<file path="config.mk">
export PLATFORM = sky130hd
export DESIGN_NAME = apb_uart_rx_ctrl_flat
export DESIGN_NICKNAME = d
export VERILOG_FILES = /design/src/rtl/apb_uart_rx_ctrl_pkg.sv /design/src/rtl/apb_uart_rx_ctrl_if.sv /design/src/rtl/apb_uart_rx_ctrl_fsm.sv /design/src/rtl/apb_uart_rx_ctrl.sv /design/src/flat_wrapper.sv
export SDC_FILE = /design/constraint.sdc
export NUM_CORES = 1
export LEC_CHECK = 0
export ABC_AREA = 1
export CAP_MARGIN = 20
export CORE_UTILIZATION = 51
export DETAILED_ROUTE_END_ITERATION = 10
export GPL_ROUTABILITY_DRIVEN = 0
export GPL_TIMING_DRIVEN = 0
export PLACE_DENSITY = 0.95
export SETUP_SLACK_MARGIN = 0.2
export SLEW_MARGIN = 0
export SYNTH_ARGS = -nofsm -noshare
export SYNTH_HDL_FRONTEND = slang
export SYNTH_SLANG_ARGS = --single-unit
</file>
<file path="constraint.sdc">
create_clock -name clk -period 2.1 [get_ports clk]
set_input_delay 0.42 -clock clk [delete_from_list [all_inputs] [get_ports clk]]
set_output_delay 0.42 -clock clk [all_outputs]
set_load 0.02 [all_outputs]
</file>
<file path="src/rtl/apb_uart_rx_ctrl_pkg.sv">
// Shared definitions for the UART receive controller: register map, bus FSM
// states and the configuration helpers used by the register decode.
package uart_ctrl_pkg;

    localparam logic [2:0] ADDR_STATUS = 3'd0;
    localparam logic [2:0] ADDR_ERROR  = 3'd1;
    localparam logic [2:0] ADDR_BP_LO  = 3'd2;
    localparam logic [2:0] ADDR_BP_HI  = 3'd3;
    localparam logic [2:0] ADDR_DSIZE  = 3'd4;
    localparam logic [2:0] ADDR_DATA   = 3'd6;

    typedef enum logic [1:0] {
        IDLE,
        SETUP,
        ACCESS
    } bus_state_t;

    // The receiver only supports 5, 7 and 8 data bits; checked on the full
    // written byte so stray high bits are rejected too.
    function automatic logic ds_legal(input logic [7:0] value);
        return (value == 8'd5) || (value == 8'd7) || (value == 8'd8);
    endfunction

    function automatic logic [7:0] data_mask(input logic [3:0] ds);
        logic [7:0] m;
        for (int i = 0; i < 8; i++) begin
            m[i] = (i < int'(ds));
        end
        return m;
    endfunction

endpackage

</file>
<file path="src/rtl/apb_uart_rx_ctrl_if.sv">
// APB-style slave bus between a master and the UART receive controller.
interface apb_uart_rx_ctrl_if;

    logic       psel;
    logic       penable;
    logic       pwrite;
    logic [2:0] paddr;
    logic [7:0] pwdata;
    logic [7:0] prdata;
    logic       pslverr;

    modport master (
        output psel, penable, pwrite, paddr, pwdata,
        input  prdata, pslverr
    );

    modport slave (
        input  psel, penable, pwrite, paddr, pwdata,
        output prdata, pslverr
    );

endinterface

</file>
<file path="src/rtl/apb_uart_rx_ctrl_fsm.sv">
// Bus phase tracker: follows IDLE/SETUP/ACCESS and produces the strobes the
// register file uses to capture a request and commit its side effects.
module apb_bus_fsm
    import uart_ctrl_pkg::*;
(
    input  logic clk,
    input  logic n_rst,
    input  logic psel,
    input  logic penable,
    output logic capture,
    output logic access,
    output logic access_first
);

    bus_state_t state, state_next;

    always_ff @(posedge clk or negedge n_rst) begin
        if (!n_rst) state <= IDLE;
        // NOTE: state registers use <= so every flop samples pre-edge values.
        else        state <= state_next;
    end

    always_comb begin
        // NOTE: default first so no path through the case infers a latch.
        state_next = IDLE;
        unique case (state)
            IDLE:    state_next = (psel && !penable) ? SETUP  : IDLE;
            SETUP:   state_next = (psel &&  penable) ? ACCESS : IDLE;
            ACCESS:  state_next = (psel && !penable) ? SETUP  : IDLE;
            default: state_next = IDLE;
        endcase
    end

    assign capture      = (state == SETUP) && psel && penable;
    assign access       = (state == ACCESS);
    // ACCESS never lasts more than one cycle, so its first cycle is all of it.
    assign access_first = access;

endmodule

</file>
<file path="src/rtl/apb_uart_rx_ctrl.sv">
// Register controller for the UART receive datapath: holds bit_period and
// data_size, reports status/data, latches sticky errors, acks buffer reads.
module apb_uart_rx_ctrl
    import uart_ctrl_pkg::*;
#(
    parameter logic [13:0] BP_RESET = 14'd10,
    parameter logic [3:0]  DS_RESET = 4'd8
) (
    input  logic                 clk,
    input  logic                 n_rst,
    apb_uart_rx_ctrl_if.slave    bus,
    input  logic [7:0]           rx_data,
    input  logic                 data_ready,
    input  logic                 overrun_error,
    input  logic                 framing_error,
    output logic                 data_read,
    output logic [13:0]          bit_period,
    output logic [3:0]           data_size
);

    logic       capture, access, access_first;
    logic       req_write;
    logic [2:0] req_addr;
    logic [7:0] req_wdata;
    logic       sticky_frm, sticky_ovr;

    logic [7:0] rd_data;
    logic       dec_err, wr_bp_lo, wr_bp_hi, wr_ds, rd_error, rd_data_ack;

    apb_bus_fsm u_fsm (
        .clk          (clk),
        .n_rst        (n_rst),
        .psel         (bus.psel),
        .penable      (bus.penable),
        .capture      (capture),
        .access       (access),
        .access_first (access_first)
    );

    // The request is frozen when the access phase is confirmed, so decode in
    // ACCESS does not depend on what the master drives during that cycle.
    always_ff @(posedge clk or negedge n_rst) begin
        if (!n_rst) begin
            req_write <= 1'b0;
            req_addr  <= '0;
            req_wdata <= '0;
        end else if (capture) begin
            req_write <= bus.pwrite;
            req_addr  <= bus.paddr;
            req_wdata <= bus.pwdata;
        end
    end

    always_comb begin
        rd_data     = '0;
        dec_err     = 1'b0;
        wr_bp_lo    = 1'b0;
        wr_bp_hi    = 1'b0;
        wr_ds       = 1'b0;
        rd_error    = 1'b0;
        rd_data_ack = 1'b0;
        unique case (req_addr)
            ADDR_STATUS: if (req_write) dec_err = 1'b1;
                         else           rd_data = {7'b0, data_ready};
            ADDR_ERROR: begin
                if (req_write) dec_err = 1'b1;
                else begin
                    rd_data  = {6'b0, sticky_ovr, sticky_frm};
                    rd_error = 1'b1;
                end
            end
            ADDR_BP_LO: if (req_write) wr_bp_lo = 1'b1;
                        else           rd_data  = bit_period[7:0];
            ADDR_BP_HI: if (req_write) wr_bp_hi = 1'b1;
                        else           rd_data  = {2'b00, bit_period[13:8]};
            ADDR_DSIZE: begin
                if (!req_write)               rd_data = {4'b0, data_size};
                else if (ds_legal(req_wdata)) wr_ds   = 1'b1;
                else                          dec_err = 1'b1;
            end
            ADDR_DATA: begin
                if (req_write) dec_err = 1'b1;
                else if (data_ready) begin
                    rd_data     = rx_data & data_mask(data_size);
                    rd_data_ack = 1'b1;
                end
            end
            default: dec_err = 1'b1;
        endcase
    end

    assign bus.prdata  = access ? rd_data : 8'h00;
    assign bus.pslverr = access ? dec_err : 1'b0;

    always_ff @(posedge clk or negedge n_rst) begin
        if (!n_rst) begin
            bit_period <= BP_RESET;
            data_size  <= DS_RESET;
        end else if (access_first) begin
            if (wr_bp_lo) bit_period[7:0]  <= req_wdata;
            if (wr_bp_hi) bit_period[13:8] <= req_wdata[5:0];
            if (wr_ds)    data_size        <= req_wdata[3:0];
        end
    end

    // Set beats clear: an error present during the clearing read survives it.
    always_ff @(posedge clk or negedge n_rst) begin
        if (!n_rst) begin
            sticky_frm <= 1'b0;
            sticky_ovr <= 1'b0;
        end else begin
            sticky_frm <= (sticky_frm & ~(access_first & rd_error)) | framing_error;
            sticky_ovr <= (sticky_ovr & ~(access_first & rd_error)) | overrun_error;
        end
    end

    always_ff @(posedge clk or negedge n_rst) begin
        if (!n_rst) data_read <= 1'b0;
        else        data_read <= access_first & rd_data_ack;
    end

endmodule

</file>
<file path="src/flat_wrapper.sv">
// flat-port wrapper written by rule: the top's interface ports become plain ports
module apb_uart_rx_ctrl_flat import uart_ctrl_pkg::*;
#(
    parameter logic [13:0] BP_RESET = 14'd10,
    parameter logic [3:0]  DS_RESET = 4'd8
)
  (clk, n_rst, rx_data, data_ready, overrun_error, framing_error, data_read, bit_period, data_size, bus_psel, bus_penable, bus_pwrite, bus_paddr, bus_pwdata, bus_prdata, bus_pslverr);
  apb_uart_rx_ctrl_if bus_i ();
  input  logic clk;
  input  logic n_rst;
  input  logic [7:0] rx_data;
  input  logic data_ready;
  input  logic overrun_error;
  input  logic framing_error;
  output logic data_read;
  output logic [13:0] bit_period;
  output logic [3:0] data_size;
  input wire logic [$bits(bus_i.psel)-1:0] bus_psel;
  input wire logic [$bits(bus_i.penable)-1:0] bus_penable;
  input wire logic [$bits(bus_i.pwrite)-1:0] bus_pwrite;
  input wire logic [$bits(bus_i.paddr)-1:0] bus_paddr;
  input wire logic [$bits(bus_i.pwdata)-1:0] bus_pwdata;
  output wire logic [$bits(bus_i.prdata)-1:0] bus_prdata;
  output wire logic [$bits(bus_i.pslverr)-1:0] bus_pslverr;
  assign bus_i.psel = bus_psel;
  assign bus_i.penable = bus_penable;
  assign bus_i.pwrite = bus_pwrite;
  assign bus_i.paddr = bus_paddr;
  assign bus_i.pwdata = bus_pwdata;
  assign bus_prdata = bus_i.prdata;
  assign bus_pslverr = bus_i.pslverr;
  apb_uart_rx_ctrl #(.BP_RESET(BP_RESET), .DS_RESET(DS_RESET)) u_core (.clk(clk), .n_rst(n_rst), .bus(bus_i), .rx_data(rx_data), .data_ready(data_ready), .overrun_error(overrun_error), .framing_error(framing_error), .data_read(data_read), .bit_period(bit_period), .data_size(data_size));
endmodule
</file>
==> results.yml <==
synthesis:
  synthDominantAreaCellType: "sky130_fd_sc_hd__dfrtp_1"
  ys.warnings.count: 0
  netlist-cell-type-count: 25
  synthesis.instances: 234
  syn_area_mm2: 0.00190
  synth.yosys.seq_area_share: 0.463
  number_of_synthesized_register_bits: 35
  synth.top_cells.by_area: "sky130_fd_sc_hd__dfrtp_1 (42%), sky130_fd_sc_hd__nand2_1 (13%), sky130_fd_sc_hd__o21ai_2 (6.5%)"
  synth.avg_cell_area_um2: 8.12
  yosys.area.top_type_share: 0.422
  syn_nets: 261
routing:
  postRouteWirelength_um: 5400
  drt_pass1_iterations: 4
  drtIter0Drc: 148
  drt-wirelength-per-cell_um: 15.2
  detail_route.drc_violations: 0
  detailroute.via_count: 1894
  detail_route.vias_per_cell: 5.32
  detail_route_antenna_nets: 0
cts:
  holdBufCountCts: 0
  sink_count: 35
  ctsHtreeMaxLevel: 2
  clk_root_buffer_cell: "sky130_fd_sc_hd__clkbuf_8"
  cts_tree: "yes"
  cts_max_path_buffers: 2
  clk-insertion-delay-late_ps: 290
  cts.reportedPaths.clkPinSlew_ps: 60
  numCtsBuffers: 5
placement:
  placed_area_mm2: 0.00249
  placedCellCount: 334
  buffer_ports.inserted: 54
  dp_slack_ps: -425
  dp_hpwl_um: 3500
timing:
  fin_ws_ps: 52.9
  worst_pin_slew_ps: 757
  rsz_0062_raised_after_global_routing: "true"
  final_report_max_slew_violation_count: 0
  finalSetupViolCount: 0
  hold_violations: 0
  final.setup_skew_ps: 3.78
  timing.slew.headroom: 0.496
  totalNegativeSetupSlack_ps: 0
  ratio_of_final_minimum_period_to_clock_period: 0.975
  timing.final.crit_period_ps: 2050
  achievable-frequency_mhz: 489
job:
  timing.max_cap.violations: 0
cells_and_area:
  most-common-layout-cells: "sky130_fd_sc_hd__nand2_1 (60), sky130_fd_sc_hd__clkdlybuf4s50_1 (40), sky130_fd_sc_hd__dfrtp_1 (32)"
  final_layout_size_suffix_gt1_frac: 0.281
  finalInstanceArea_mm2: 0.00278
  total_area_of_multi_input_combinational_cells_um2: 927
  n_fill_cell: 222
  layout.cells.most_common: "sky130_fd_sc_hd__nand2_1"
  antenna_cells_inserted: 0
  post_layout_nonfiller_instances: 356
  utilization: 0.809
  nets: 337
  synthToLayoutAreaGrowth_pct: 46.6
  register_area_um2: 880
global_route:
  grt_first_pass_wirelength_um: 8290
  first_global_vias: 1759
  globalRoute.totalOverflow: 0
  maximum_number_of_pins_on_one_net_before_global_route_repair: 36
  grt_use_total: 0.276
  antenna_found_initial: 0
floorplan:
  die_width_um: 63.0
  std_cell_rows: 21
  die_area_mm2: 0.00397
  design.core.area_mm2: 0.00344
  fp.dieH_um: 63.0
  top_level_ports: 55
  initial_utilization: 0.552
critical_path:
  worst_r2r_endpoint: "u_core.bit_period[11]"
  max_stage_delay_ps: 340
  worst-path-max-fanout: 5
  timing.critical_path.slowest_stage_cell: "sky130_fd_sc_hd__dfrtp_1"
  rr_startpoint: "u_core.req_addr[2]"
  reg2regPathDepth: 7
  timing.critical_path.from_type: "flip-flop"
  cp_data_required_time_ps: 1680
  cp.arrival_ps: 1630
  critical_path.cell_chain: "buf_6 -> clkinv_8 -> buf_4 -> buf_4 -> nand4_1 -> nand3_1 -> nor2_1 -> nor2_1 -> buf_4"
  regToRegSetupSlack_ps: 680
  cp-end-kind: "output port"
  path_common_cell: "sky130_fd_sc_hd__buf_4"
  crit_type: "reg2out"
power_and_ir_drop:
  power_density_over_cell_area_mw_per_mm2: 788
  leakage_nw: 1.27
  ir_worst_vdd_mv: 0.544
run_status:
  outcome: "finished, final reports clean"
min_path:
  hold_path_class: "in2async"
-- logic make-up (layout without fill, tap and decap cells) --
group	count (synthesis)	after routing	synth area share
AND/OR/NAND/NOR	125	125	0.308
AO/OA/AOI/OAI	41	41	0.140
flip-flops	35	35	0.463
buffers and inverters	33	109	0.0896
-- registers in the layout, indices dropped and copies added (netlist names) --
name / count
u_core.bit_period: 14
u_core.req_wdata: 8
u_core.sticky_frm: 1
u_core.u_fsm.state: 2
u_core.data_read: 1
u_core.sticky_ovr: 1
u_core.req_write: 1
u_core.data_size: 4
u_core.req_addr: 3
-- critical path, delay by kind of cell, from the launching register on --
kind	cells	cell delay (ps)
AND/OR/NAND/NOR	4	340
buffers and inverters	5	640
flip-flops	1	340
-- metrics by stage --
stage	power, W	hold slack, ps
final	0.00219	194
after global routing	0.00231	249
after CTS	0.00214	213
after detailed placement	0.00155	490
after global placement	0.00153	488
after floorplan	0.00129	124
-- layout make-up --
| cell class | count | area share |
|---|---|---|
| Inverter | 25 | 0.0409 |
| Clock buffer | 7 | 0.0274 |
| Multi-Input combinational cell | 166 | 0.333 |
| Tap cell | 46 | 0.0207 |
| Buffer | 8 | 0.0279 |
| Timing Repair Buffer | 69 | 0.234 |
| Sequential cell | 35 | 0.316 |
-- worst max path at each step --
stage,start,endpoint,slack [ps],cells after the start
floorplan,u_core.req_addr[0],bus_prdata[4],370,6
global placement,data_ready,bus_prdata[1],-430,8
detailed placement,data_ready,bus_prdata[0],-430,8
CTS,u_core.req_addr[0],bus_prdata[5],70,8
global route,u_core.req_addr[2],bus_prdata[0],-40,7
finish,u_core.req_addr[0],bus_prdata[0],50,9
-- timing repair --
action	4_1_cts	5_1_grt
setup endpoints to repair	11	10
pin swaps	6	6
hold endpoints to repair	0	0
buffers inserted	11	4
gates resized for setup	68	15
gates cloned	0	0
-- Yosys cell counts --
| cell type | n |
|---|---|
| sky130_fd_sc_hd__nand2_1 | 64 |
| sky130_fd_sc_hd__dfrtp_1 | 32 |
| sky130_fd_sc_hd__inv_1 | 21 |
| sky130_fd_sc_hd__nand3_1 | 21 |
| sky130_fd_sc_hd__nor2_1 | 21 |
| sky130_fd_sc_hd__o21ai_0 | 17 |
| sky130_fd_sc_hd__o21ai_2 | 14 |
| sky130_fd_sc_hd__nand4_1 | 8 |
| sky130_fd_sc_hd__a21oi_1 | 7 |
| sky130_fd_sc_hd__buf_6 | 4 |
| sky130_fd_sc_hd__buf_2 | 3 |
| sky130_fd_sc_hd__dfstp_2 | 3 |
| sky130_fd_sc_hd__nor2_4 | 3 |
| sky130_fd_sc_hd__inv_2 | 2 |
| sky130_fd_sc_hd__nand3_4 | 2 |
| sky130_fd_sc_hd__nor2_2 | 2 |
| sky130_fd_sc_hd__o21bai_1 | 2 |
| sky130_fd_sc_hd__a21boi_0 | 1 |
| sky130_fd_sc_hd__buf_4 | 1 |
| sky130_fd_sc_hd__clkinv_2 | 1 |
| sky130_fd_sc_hd__inv_8 | 1 |
| sky130_fd_sc_hd__nand3b_1 | 1 |
| sky130_fd_sc_hd__nor3_1 | 1 |
| sky130_fd_sc_hd__nor3b_1 | 1 |
| sky130_fd_sc_hd__or2_4 | 1 |
-- per-layer routing --
layer | share of wire | global-route usage
met4 | 0.019 | 0.110
met3 | 0.070 | 0.0748
met2 | 0.49 | 0.454
met5 | 0 | 0
met1 | 0.42 | 0.341
-- where the power goes --
part	internal, W	switching (W)	leakage, nW	total, W
clock	0.000228	0.000227	0.0383	0.000455
combinational	0.000374	0.000482	0.787	0.000856
sequential	0.000791	0.0000906	0.440	0.000882
total	0.00139	0.000800	1.27	0.00219
Note: power is estimated with default switching activity, not from simulation.
